File: config.mk
export PLATFORM = sky130hd
export DESIGN_NAME = sec_tick_gen
export DESIGN_NICKNAME = d
export VERILOG_FILES = /design/src/rtl/sec_tick_gen.sv
export SDC_FILE = /design/constraint.sdc
export NUM_CORES = 1
export LEC_CHECK = 0
export CELL_PAD_IN_SITES_DETAIL_PLACEMENT = 1
export CELL_PAD_IN_SITES_GLOBAL_PLACEMENT = 1
export CORE_MARGIN = 2
export CORE_UTILIZATION = 43
export CTS_CLUSTER_SIZE = 8
export DETAILED_ROUTE_END_ITERATION = 8
export PLACE_DENSITY_LB_ADDON = 0.15
export SLEW_MARGIN = 20
export SYNTH_ARGS = -nofsm -noshare
export SYNTH_HDL_FRONTEND = slang
export SYNTH_SLANG_ARGS = --single-unit
File: constraint.sdc
create_clock -name clk -period 3.2 [get_ports clk]
set_clock_uncertainty 0.2 [all_clocks]
set_input_delay 0.64 -clock clk [delete_from_list [all_inputs] [get_ports clk]]
set_output_delay 0.64 -clock clk [all_outputs]
set_load 0.05 [all_outputs]
File: src/rtl/sec_tick_gen.sv
// sec_tick_gen: 1 Hz timebase for the alarm clock.
// Divides clk by CLK_HZ, keeps a BCD seconds count 00-59, and emits a
// one-cycle tick_1hz per second plus min_inc on every 59->00 rollover.
// Optional feature macro: SEC_BLINK_EN (drives blink as a 50% colon blink
// derived from the prescaler; without it blink is tied low).
//
// Handshake: tick_1hz and min_inc are valid-only strobes with no ready.
// Each is high for exactly one cycle and the consumer must act on the
// cycle it is high; min_inc is only ever high together with tick_1hz.
module sec_tick_gen #(
  parameter int CLK_HZ = 50_000_000
) (
  input  logic       clk,
  input  logic       reset,
  input  logic       run,
  input  logic       clear,
  output logic [3:0] sec_U,
  output logic [3:0] sec_T,
  output logic       tick_1hz,
  output logic       min_inc,
  output logic       blink
);

  localparam int            PW    = $clog2(CLK_HZ);
  localparam logic [PW-1:0] PTERM = PW'(CLK_HZ - 1);

  logic [PW-1:0] pcnt;

  // Prescaler, BCD seconds and registered pulses; reset > clear > run > hold.
  always_ff @(posedge clk) begin
    if (reset || clear) begin
      pcnt     <= '0;
      sec_U    <= 4'd0;
      sec_T    <= 4'd0;
      tick_1hz <= 1'b0;
      min_inc  <= 1'b0;
    end else begin
      // Pulses default low so they can never stretch past one cycle.
      tick_1hz <= 1'b0;
      min_inc  <= 1'b0;
      if (run) begin
        if (pcnt == PTERM) begin
          pcnt     <= '0;
          tick_1hz <= 1'b1;
          if (sec_U == 4'd9) begin
            sec_U <= 4'd0;
            if (sec_T == 4'd5) begin
              sec_T   <= 4'd0;
              min_inc <= 1'b1;
            end else begin
              sec_T <= sec_T + 4'd1;
            end
          end else begin
            sec_U <= sec_U + 4'd1;
          end
        end else begin
          pcnt <= pcnt + PW'(1);
        end
      end
    end
  end

`ifdef SEC_BLINK_EN
  // CLK_HZ/2 never exceeds CLK_HZ-1, so it always fits in the prescaler width.
  localparam logic [PW-1:0] HALF = PW'(CLK_HZ / 2);

  // Colon on for the first half of each second; follows the registered pcnt.
  always_comb begin
    blink = (pcnt < HALF);
  end
`else
  // Blink feature absent: constant low, no comparator.
  always_comb begin
    blink = 1'b0;
  end
`endif

endmodule

==> metrics.txt <==
CP Capture Type flop; Power Internal 0.599 mW; clock root buffer clkbuf_8; clk buf depth 2; Initial Util between 40% and 50%; CP dominant cell by count or4_1; CTS tree built; grt ovf 0; Leak 0.595 nW; HP Start sec_T[3]; Worst-path clk slew 0.07 ns; Seq. cell area 721 um2; row count 23; I/O Buffers 13; top post-synthesis cells by area dfxtp_1 (41%), or4_1 (6.4%), nand4_1 (5.3%), a21oi_1 (4.0%), xor2_1 (4.0%); Yosys reg bits 36; setup slack, reg-to-reg about 0.66 ns; ys async rst share 0%; worst-path fanout max 9; area occupied by multi-input gates 972 um2; number of buffers created by CTS 5; Post-route DRC 0; startpoint types input pin; CP Class input pin to flop; Final setup viols 0; hold endpoint sec_T[3]; r2r worst-path depth 4; Syn-to-layout area delta 15.3%; die height 67.9 um; diode count 0; register area share after synthesis between 40% and 50%; via/cell ratio roughly 5.9; Met1 Wirelength 2040 um; Final ANT Viol Nets 0; Final period util 83.7%; Worst path max stage delay 0.55 ns; final setup margin between 0.5 and 0.6 ns; first-pass GRT wire length 7620 um; met3 WL around 110 um; worst-skew pair later-pin latency around 0.29 ns; H-Tree Depth 2; syn_nets 213; CORE AREA 0.00397 mm2; Comb pwr share 3.4%; Setup TNS 0 ns; postcts setup bufs 0; Final nets about 230; Unique masters post-synth 33; post_cts resized 0; Max Fclk 0.373 GHz; Cell Pwr Density 378 mW/mm2; crit-path leading delay family simple AND/OR/NAND/NOR gates; cell with the most instances after synthesis dfxtp_1; Worst-Margin Slew a little under 0.9 ns; unrepaired setup endpoints after global routing false; Critical-path top delay cell or4_1; worst endpoint required time 3.22 ns; initial antenna violation count 0; Worst Hold Class flop to flop; Hold Path Depth 2; top sig layer met4; first-iteration detailed-routing DRC count 70; max cap viols 0; Chip Width 67.9 um; Post-Route WL about 4600 um; Pwr Total 0.767 mW; hpwl dp 3360 um; largest net degree at the start of global routing 26; Sequential Power Share approximately three fifths; wire per inst 17.0 um; Clock Power Share 37.9%; Ports 15; worst hold slack slightly below 0.3 ns; via count 1601; total track usage 22.4%; largest area contributor in the netlist dfxtp_1; clk sinks 36; headroom to the max-slew limit 40.0%; top cell type's share of synthesized area between 40% and 50%; reg-to-reg endpoint sec_U[1]; Sw Share 21.9%; Post-synth top cells dfxtp_1 (36), nor2_1 (16), nand4_1 (15), or4_1 (15), a21oi_1 (14); first-pass iteration count of the detailed router 4; Peak supply drop approximately 0.00021 V; CP Cell Sequence clkdlybuf4s50_1 -> nand4_1 -> buf_4 -> or4_1 -> or4_1 -> a21oi_1; Reg-to-Reg Start pcnt[7]; sw power 0.168 mW; Syn Std Cell Area 0.00176 mm2; fillers 480; share of cells above drive strength 1 under 10%; Post-synth EDFFs 0; Mean Syn Cell Area 8.49 um2; WP buf/inv 2; most used flip-flop cell after synthesis dfxtp_1; metal2 WL approximately 2400 um; synth warn 0; RePlAce Congestion 0.876; fin crit period 2.68 ns; vias in the first global route 1569; hold violation total from the final report 0; status finished clean; Slew Viols, Final 0; Hold Buf Count CTS 0; Post-Place Setup Slack 0.250 ns; Die Footprint about 0.0046 mm2; Worst EP arrival 2.70 ns; Post-Synthesis Cells 207
kinds of logic (layout without fill, tap and decap cells):
logic type	after synthesis	in the layout	synth area share, %
other	1	1	0.213
AOI/OAI and AO/OA	37	37	12.5
and+or+nand+nor	99	99	32.4
adders and majority gates	2	2	1.42
buffers and inverters	15	29	3.70
DFF	36	36	41.0
xor gates and xnor gates	13	13	6.48
muxes	4	4	2.28
state kept, by name (all words and copies together), names as in the netlist:
name / cells
min_inc: 1
pcnt: 26
sec_T: 4
sec_U: 4
tick_1hz: 1
final cells by class:
class	count	area share [%]
repair buffers	18	8.89
multi-input cells	156	48.0
well taps	50	3.09
clock buffers	5	3.40
inverters	6	1.11
flip-flops and latches	36	35.6
layer usage:
metal / up-vias / global-route usage [%]
met1: 774 / 25.9
met3: 7 / 4.11
met4: 0 / 8.75
li1: 800 / -
met5: - / 0
met2: 20 / 40.4
worst max-delay path by stage:
stage / from / to / slack, ns / cells past startpoint
4_1_cts: run / sec_U[1] / 0.55 / 6
3_5_place_dp: run / sec_U[1] / 0.25 / 6
6_report: run / sec_U[1] / 0.52 / 6
3_3_place_gp: run / sec_U[1] / 0.33 / 6
5_1_grt: run / pcnt[24] / 0.47 / 6
2_1_floorplan: run / pcnt[25] / 0.67 / 6
cells in the final DEF, fill, tap and decap left out, types with 2 or more instances in the layout:
cell,Yosys,final
nor2_1,16,16
inv_1,6,6
xnor2_1,5,5
nand4_1,15,15
or3_1,9,9
o21ai_0,11,11
o31ai_1,7,7
xor2_1,8,8
or2_2,2,2
mux2i_1,4,4
nor2b_1,2,2
buf_4,1,4
nor3_1,4,4
a21oi_1,14,14
clkdlybuf4s50_1,0,13
nor4_1,5,5
nand3b_1,2,2
dfxtp_1,36,36
nand2_1,13,13
nand3_1,10,10
ha_1,2,2
or4_1,15,15
clkbuf_8,0,5
and4_1,3,3
worst min-delay path, stage by stage (launching register included):
cell     delay [ns]
dfxtp_1        0.33
nand2_1        0.06
mux2i_1        0.06
metrics by stage:
step                      instance area, um2  std cells  util (%)
after floorplan                         1760        207         -
after global placement                  1960        266      49.3
after detailed placement                1960        266      49.3
after CTS                               2030        271      51.0
after global routing                    2030        271      51.0
final                                   2030        271      51.0
power groups by stage:
| stage | combinational, mW | clock (mW) | sequential (mW) |
|---|---|---|---|
| floorplan | 0.0162 | 0 | 0.460 |
| global placement | 0.0243 | 0 | 0.460 |
| detailed placement | 0.0259 | 0 | 0.461 |
| CTS | 0.0260 | 0.297 | 0.451 |
| global route | 0.0276 | 0.316 | 0.451 |
| finish | 0.0260 | 0.290 | 0.451 |
No activity file was read; power rests on OpenSTA's default activity.
